File: src/rtl/ysyx_axi_pkg.sv
// Shared constants and FSM state types for the two-port AXI arbiter.
package ysyx_axi_pkg;
  localparam int LEN_W   = 8;
  localparam int SIZE_W  = 3;
  localparam int BURST_W = 2;
  localparam int RESP_W  = 2;
  localparam int IDX_W   = 1;  // requester index width (two requesters)

  typedef enum logic [1:0] {R_IDLE, R_ADDR, R_DATA} rd_state_t;
  typedef enum logic [1:0] {W_IDLE, W_ADDR, W_DATA, W_RESP} wr_state_t;
endpackage

File: src/rtl/ysyx_rr_arb2.sv
// Two-request round-robin arbiter: combinational winner plus 1-bit pointer.
module ysyx_rr_arb2
  import ysyx_axi_pkg::*;
(
  input  logic             clock,
  input  logic             reset,
  input  logic [1:0]       req,
  input  logic             done,
  input  logic [IDX_W-1:0] done_sel,
  output logic [IDX_W-1:0] win
);
  logic [IDX_W-1:0] ptr;

  // Single requester wins outright; on contention the pointer decides.
  always_comb begin
    win = req[1] & (~req[0] | ptr);
  end

  // On transaction completion the pointer moves to the requester that did not win.
  always_ff @(posedge clock or negedge reset) begin
    if (!reset) ptr <= '0;
    else if (done) ptr <= ~done_sel;
  end
endmodule

File: src/rtl/ysyx_axi_arbiter.sv
// Two-requester AXI4 arbiter with independent read and write paths.
module ysyx_axi_arbiter
  import ysyx_axi_pkg::*;
#(
  parameter int ADDR_W = 32,
  parameter int DATA_W = 64,
  parameter int ID_W   = 4
) (
  input  logic clock,
  input  logic reset,
  // requester 0
  input  logic s0_ar_valid, output logic s0_ar_ready, input logic [ADDR_W-1:0] s0_ar_addr,
  input  logic [ID_W-1:0] s0_ar_id, input logic [LEN_W-1:0] s0_ar_len,
  input  logic [SIZE_W-1:0] s0_ar_size, input logic [BURST_W-1:0] s0_ar_burst,
  output logic s0_r_valid, input logic s0_r_ready, output logic [DATA_W-1:0] s0_r_data,
  output logic [RESP_W-1:0] s0_r_resp, output logic s0_r_last, output logic [ID_W-1:0] s0_r_id,
  input  logic s0_aw_valid, output logic s0_aw_ready, input logic [ADDR_W-1:0] s0_aw_addr,
  input  logic [ID_W-1:0] s0_aw_id, input logic [LEN_W-1:0] s0_aw_len,
  input  logic [SIZE_W-1:0] s0_aw_size, input logic [BURST_W-1:0] s0_aw_burst,
  input  logic s0_w_valid, output logic s0_w_ready, input logic [DATA_W-1:0] s0_w_data,
  input  logic [DATA_W/8-1:0] s0_w_strb, input logic s0_w_last,
  output logic s0_b_valid, input logic s0_b_ready, output logic [RESP_W-1:0] s0_b_resp,
  output logic [ID_W-1:0] s0_b_id,
  // requester 1
  input  logic s1_ar_valid, output logic s1_ar_ready, input logic [ADDR_W-1:0] s1_ar_addr,
  input  logic [ID_W-1:0] s1_ar_id, input logic [LEN_W-1:0] s1_ar_len,
  input  logic [SIZE_W-1:0] s1_ar_size, input logic [BURST_W-1:0] s1_ar_burst,
  output logic s1_r_valid, input logic s1_r_ready, output logic [DATA_W-1:0] s1_r_data,
  output logic [RESP_W-1:0] s1_r_resp, output logic s1_r_last, output logic [ID_W-1:0] s1_r_id,
  input  logic s1_aw_valid, output logic s1_aw_ready, input logic [ADDR_W-1:0] s1_aw_addr,
  input  logic [ID_W-1:0] s1_aw_id, input logic [LEN_W-1:0] s1_aw_len,
  input  logic [SIZE_W-1:0] s1_aw_size, input logic [BURST_W-1:0] s1_aw_burst,
  input  logic s1_w_valid, output logic s1_w_ready, input logic [DATA_W-1:0] s1_w_data,
  input  logic [DATA_W/8-1:0] s1_w_strb, input logic s1_w_last,
  output logic s1_b_valid, input logic s1_b_ready, output logic [RESP_W-1:0] s1_b_resp,
  output logic [ID_W-1:0] s1_b_id,
  // downstream master
  output logic io_master_ar_valid, input logic io_master_ar_ready,
  output logic [ADDR_W-1:0] io_master_ar_addr, output logic [ID_W-1:0] io_master_ar_id,
  output logic [LEN_W-1:0] io_master_ar_len, output logic [SIZE_W-1:0] io_master_ar_size,
  output logic [BURST_W-1:0] io_master_ar_burst,
  input  logic io_master_r_valid, output logic io_master_r_ready,
  input  logic [DATA_W-1:0] io_master_r_data, input logic [RESP_W-1:0] io_master_r_resp,
  input  logic io_master_r_last, input logic [ID_W-1:0] io_master_r_id,
  output logic io_master_aw_valid, input logic io_master_aw_ready,
  output logic [ADDR_W-1:0] io_master_aw_addr, output logic [ID_W-1:0] io_master_aw_id,
  output logic [LEN_W-1:0] io_master_aw_len, output logic [SIZE_W-1:0] io_master_aw_size,
  output logic [BURST_W-1:0] io_master_aw_burst,
  output logic io_master_w_valid, input logic io_master_w_ready,
  output logic [DATA_W-1:0] io_master_w_data, output logic [DATA_W/8-1:0] io_master_w_strb,
  output logic io_master_w_last,
  input  logic io_master_b_valid, output logic io_master_b_ready,
  input  logic [RESP_W-1:0] io_master_b_resp, input logic [ID_W-1:0] io_master_b_id
);
  rd_state_t        rd_state, rd_next;
  wr_state_t        wr_state, wr_next;
  logic [IDX_W-1:0] rd_sel, wr_sel, rd_win, wr_win;
  logic             rd_done, wr_done;

  ysyx_rr_arb2 u_rd_arb (
    .clock(clock), .reset(reset), .req({s1_ar_valid, s0_ar_valid}),
    .done(rd_done), .done_sel(rd_sel), .win(rd_win)
  );

  ysyx_rr_arb2 u_wr_arb (
    .clock(clock), .reset(reset), .req({s1_aw_valid, s0_aw_valid}),
    .done(wr_done), .done_sel(wr_sel), .win(wr_win)
  );

  // State registers; the grant is latched only on the IDLE->ADDR transition and held.
  always_ff @(posedge clock or negedge reset) begin
    if (!reset) begin
      rd_state <= R_IDLE;
      wr_state <= W_IDLE;
      rd_sel   <= '0;
      wr_sel   <= '0;
    end else begin
      rd_state <= rd_next;
      wr_state <= wr_next;
      if (rd_state == R_IDLE && rd_next == R_ADDR) rd_sel <= rd_win;
      if (wr_state == W_IDLE && wr_next == W_ADDR) wr_sel <= wr_win;
    end
  end

  // Read path: next state and AR/R routing to the granted requester only.
  always_comb begin
    rd_next            = rd_state;
    rd_done            = 1'b0;
    io_master_ar_valid = 1'b0;
    io_master_ar_addr  = '0;
    io_master_ar_id    = '0;
    io_master_ar_len   = '0;
    io_master_ar_size  = '0;
    io_master_ar_burst = '0;
    io_master_r_ready  = 1'b0;
    s0_ar_ready = 1'b0; s1_ar_ready = 1'b0;
    s0_r_valid = 1'b0; s0_r_data = '0; s0_r_resp = '0; s0_r_last = 1'b0; s0_r_id = '0;
    s1_r_valid = 1'b0; s1_r_data = '0; s1_r_resp = '0; s1_r_last = 1'b0; s1_r_id = '0;
    case (rd_state)
      R_IDLE: if (s0_ar_valid || s1_ar_valid) rd_next = R_ADDR;
      R_ADDR: begin
        io_master_ar_valid = rd_sel[0] ? s1_ar_valid : s0_ar_valid;
        io_master_ar_addr  = rd_sel[0] ? s1_ar_addr  : s0_ar_addr;
        io_master_ar_id    = rd_sel[0] ? s1_ar_id    : s0_ar_id;
        io_master_ar_len   = rd_sel[0] ? s1_ar_len   : s0_ar_len;
        io_master_ar_size  = rd_sel[0] ? s1_ar_size  : s0_ar_size;
        io_master_ar_burst = rd_sel[0] ? s1_ar_burst : s0_ar_burst;
        s0_ar_ready = !rd_sel[0] && io_master_ar_ready;
        s1_ar_ready =  rd_sel[0] && io_master_ar_ready;
        if (io_master_ar_valid && io_master_ar_ready) rd_next = R_DATA;
      end
      R_DATA: begin
        io_master_r_ready = rd_sel[0] ? s1_r_ready : s0_r_ready;
        if (rd_sel[0]) begin
          s1_r_valid = io_master_r_valid; s1_r_data = io_master_r_data;
          s1_r_resp  = io_master_r_resp;  s1_r_last = io_master_r_last; s1_r_id = io_master_r_id;
        end else begin
          s0_r_valid = io_master_r_valid; s0_r_data = io_master_r_data;
          s0_r_resp  = io_master_r_resp;  s0_r_last = io_master_r_last; s0_r_id = io_master_r_id;
        end
        if (io_master_r_valid && io_master_r_ready && io_master_r_last) begin
          rd_next = R_IDLE;
          rd_done = 1'b1;
        end
      end
      default: rd_next = R_IDLE;
    endcase
  end

  // Write path: next state and AW/W/B routing to the granted requester only.
  always_comb begin
    wr_next            = wr_state;
    wr_done            = 1'b0;
    io_master_aw_valid = 1'b0;
    io_master_aw_addr  = '0;
    io_master_aw_id    = '0;
    io_master_aw_len   = '0;
    io_master_aw_size  = '0;
    io_master_aw_burst = '0;
    io_master_w_valid  = 1'b0;
    io_master_w_data   = '0;
    io_master_w_strb   = '0;
    io_master_w_last   = 1'b0;
    io_master_b_ready  = 1'b0;
    s0_aw_ready = 1'b0; s1_aw_ready = 1'b0;
    s0_w_ready  = 1'b0; s1_w_ready  = 1'b0;
    s0_b_valid = 1'b0; s0_b_resp = '0; s0_b_id = '0;
    s1_b_valid = 1'b0; s1_b_resp = '0; s1_b_id = '0;
    case (wr_state)
      W_IDLE: if (s0_aw_valid || s1_aw_valid) wr_next = W_ADDR;
      W_ADDR: begin
        io_master_aw_valid = wr_sel[0] ? s1_aw_valid : s0_aw_valid;
        io_master_aw_addr  = wr_sel[0] ? s1_aw_addr  : s0_aw_addr;
        io_master_aw_id    = wr_sel[0] ? s1_aw_id    : s0_aw_id;
        io_master_aw_len   = wr_sel[0] ? s1_aw_len   : s0_aw_len;
        io_master_aw_size  = wr_sel[0] ? s1_aw_size  : s0_aw_size;
        io_master_aw_burst = wr_sel[0] ? s1_aw_burst : s0_aw_burst;
        s0_aw_ready = !wr_sel[0] && io_master_aw_ready;
        s1_aw_ready =  wr_sel[0] && io_master_aw_ready;
        if (io_master_aw_valid && io_master_aw_ready) wr_next = W_DATA;
      end
      W_DATA: begin
        io_master_w_valid = wr_sel[0] ? s1_w_valid : s0_w_valid;
        io_master_w_data  = wr_sel[0] ? s1_w_data  : s0_w_data;
        io_master_w_strb  = wr_sel[0] ? s1_w_strb  : s0_w_strb;
        io_master_w_last  = wr_sel[0] ? s1_w_last  : s0_w_last;
        s0_w_ready = !wr_sel[0] && io_master_w_ready;
        s1_w_ready =  wr_sel[0] && io_master_w_ready;
        if (io_master_w_valid && io_master_w_ready && io_master_w_last) wr_next = W_RESP;
      end
      W_RESP: begin
        io_master_b_ready = wr_sel[0] ? s1_b_ready : s0_b_ready;
        if (wr_sel[0]) begin
          s1_b_valid = io_master_b_valid; s1_b_resp = io_master_b_resp; s1_b_id = io_master_b_id;
        end else begin
          s0_b_valid = io_master_b_valid; s0_b_resp = io_master_b_resp; s0_b_id = io_master_b_id;
        end
        if (io_master_b_valid && io_master_b_ready) begin
          wr_next = W_IDLE;
          wr_done = 1'b1;
        end
      end
      default: wr_next = W_IDLE;
    endcase
  end
endmodule

File: config.mk
export PLATFORM = sky130hd
export DESIGN_NAME = ysyx_axi_arbiter
export DESIGN_NICKNAME = d
export VERILOG_FILES = /design/src/rtl/ysyx_axi_pkg.sv /design/src/rtl/ysyx_rr_arb2.sv /design/src/rtl/ysyx_axi_arbiter.sv
export SDC_FILE = /design/constraint.sdc
export NUM_CORES = 1
export LEC_CHECK = 0
export CAP_MARGIN = 10
export CORE_AREA = 4 4 297 299
export DETAILED_ROUTE_END_ITERATION = 6
export DIE_AREA = 0 0 301 303
export GPL_TIMING_DRIVEN = 0
export PLACE_DENSITY = 0.3
export SETUP_SLACK_MARGIN = 0.2
export SLEW_MARGIN = 10
export SYNTH_ARGS = -nofsm -noshare
export SYNTH_HDL_FRONTEND = slang
export SYNTH_SLANG_ARGS = --single-unit
File: constraint.sdc
create_clock -name clock -period 4 [get_ports clock]
set_input_delay 0.8 -clock clock [delete_from_list [all_inputs] [get_ports clock]]
set_output_delay 0.8 -clock clock [all_outputs]
set_load 0.02 [all_outputs]
==> impl_results.md <==
* Outcome: complete, no violations
* CTS Sinks at 8
* Least-Margin Pin Slew at 691 ps
* Post-CTS Setup Inserts at 0
* PwrDens at 464 nW/um^2
* WP data arrival at around 2700 ps
* Residual DRC at 0
* Hold Crit Class: reg -> reg
* IO Pins at 776
* Count of final setup violators at 0
* Remaining Overflow, GRT at 0
* Area of the die at around 91,000 sq um
* Min Tclk post-route at 3460 ps
* Post-Route WL at 62,800 um
* Number of cells produced by synthesis at between 600 and 700
* Max-cap viol count at 0
* Crit path kind: reg -> out
* Post-synth top area share at 0.415
* Yosys warns at 0
* Cell taking the most area after synthesis: mux2i_1
* Worst Setup End Kind: output port
* Hold-fix buffers, CTS at 0
* PostCTS Resize Cnt at 0
* Wirelength per Cell at about 25 um
* Initial Util at 0.0493
* Initial DRC count at roughly 270
* Gpl congestion at 0.859
* Nets at around 1,800
* Via-to-Cell Ratio at 3.01
* RSZ-0062 raised after global routing: no
* Area of the core at 85,100 sq um
* Fin util at 0.158
* Post-DP HPWL at 57,600 um
* GRT Total Usage at 0.129
* Clk Latency, worst-skew pair at 250 ps
* Slew Limit Headroom at 0.538
* Via count at 7,683
* CTS clk-pin slew, worst paths at approximately 50 ps
* Port Buf Inserts at 775
* Leakage power at 5.24 nW
* Num CTS Buffers at 3
* Area Growth Syn to Fin at 221%
* Antenna viol nets, final at 0
* Distinct cells, synth at 30
* # rows at 107
* Chip height at 303 um
* Setup tns final at 0 ps
* IR drop worst, VDD at 0.000256 V
* Asr flop ratio synth at 1.00
* Worst Setup Start Kind: flop
* CTS tree: built
* Syn_nets at roughly 1,100
* Final Skew at 0.451 ps
* CTS root buffer: clkbuf_16
* Ys flop type: dfrtp_1
* Fin. Hold Viols at 0
* H-Tree Depth at 1
* Top post-synthesis cells by area: mux2i_1 (41%), and2_1 (24%), nor2_1 (16%)
* Largest net degree at the start of global routing at 11
* Initial antenna violation count at 42
* Max Fclk at 289 MHz
* Die W at between 300 and 400 um
* Flops & latches, synth at 8
* First-pass GRT wire length at 79,300 um
* Share of layout cells above drive strength 1 at 0.0343
* Number of synthesized flops with an enable pin at 0
* CTS max path bufs at 2
* Worst EP required at 3200 ps
* Post-Syn Area at 4200 sq um
* Sequential area share after synthesis at 0.0477
* DRT Pass-1 Iters at 4
* Count leader, synth: nor2_1
* Synth top cells by count: nor2_1 (184), mux2i_1 (174), and2_1 (159)
* FILL cells at 9,834
* Vias in the first global route at 8,256
* Syn avg cell area at 6.76 sq um
* Fin. max-slew vios at 0
* Crit-path max FO at 10
* Crit share post-route at 0.866
==> power by group <==
group / internal [mW] / switching [mW]
combinational: 2.66 / 3.27
clock: 0.130 / 0.0564
sequential: 0.120 / 0.0270
total: 2.91 / 3.35
==> through the flow <==
stage	hold slack [ps]	power, mW	setup WS (ps)	std cells	cell area (sq um)
3_3_place_gp	518	6.22	727	2540	13400
3_5_place_dp	518	6.17	746	2540	13400
2_1_floorplan	469	3.14	1890	621	4200
4_1_cts	530	6.41	452	2543	13500
6_report	527	6.26	537	2556	13500
5_1_grt	556	6.67	420	2551	13500
==> kinds of logic after synthesis <==
logic type / share of synthesized area
and+or+nand+nor: 0.437
muxes: 0.423
buffers and inverters: 0.0742
AOI/OAI and AO/OA: 0.0179
DFF: 0.0477
==> final timing paths <==
path	startpoint	endpoint	slack, ps	cells past startpoint
max in group asynchronous	reset	wr_state[1]	2590	1
worst max register to register	wr_sel	wr_state[0]	2380	5
min in group asynchronous	reset	rd_state[1]	970	1
worst min register to register	u_wr_arb.ptr	u_wr_arb.ptr	530	2
worst min-delay path	u_wr_arb.ptr	u_wr_arb.ptr	530	2
worst max-delay path	wr_state[1]	io_master_w_data[41]	540	6
==> registers in the layout (all words and copies together), names as in the netlist <==
name	flops
wr_state	2
u_wr_arb.ptr	1
u_rd_arb.ptr	1
wr_sel	1
rd_state	2
rd_sel	1
==> cells in the final DEF, fill, tap and decap left out, drive strengths merged, types with 2 or more instances in the layout <==
cell,synthesis,final
nand2,6,6
mux2,3,3
a21oi,3,3
diode,0,13
clkdlybuf4s50,0,775
a31oi,2,2
nand2b,4,4
mux2i,174,174
and3,2,2
nor2b,2,2
and2,159,159
buf,32,32
inv,2,2
nor2,186,186
nand3b,2,2
dfrtp,8,8
clkbuf,24,27
nor3,3,3
==> per-layer routing <==
metal	share of wire	track usage
met1	0.38	0.145
met5	0.0020	0
met2	0.49	0.223
met3	0.097	0.0509
met4	0.025	0.0397
==> critical path, stage by stage (launching register included) <==
cell and delay (ps):
dfrtp_1 350, buf_2 170, nand2b_1 120, buf_2 380, clkbuf_1 570, nor2_1 140
clkdlybuf4s50_1 660
==> area by class of cell <==
type                       instances  area [sq um]  area share
antenna                           13          32.5     0.00241
buffer                            56           304      0.0225
clock buffer                       3          75.1     0.00556
inverter                           2          7.51    0.000556
multi-input combinational        555          3690       0.273
sequential                         8           200      0.0148
tap                             1144          1430       0.106
timing repair buffer             775          7760       0.575
Power figures use the tool's default switching activity.
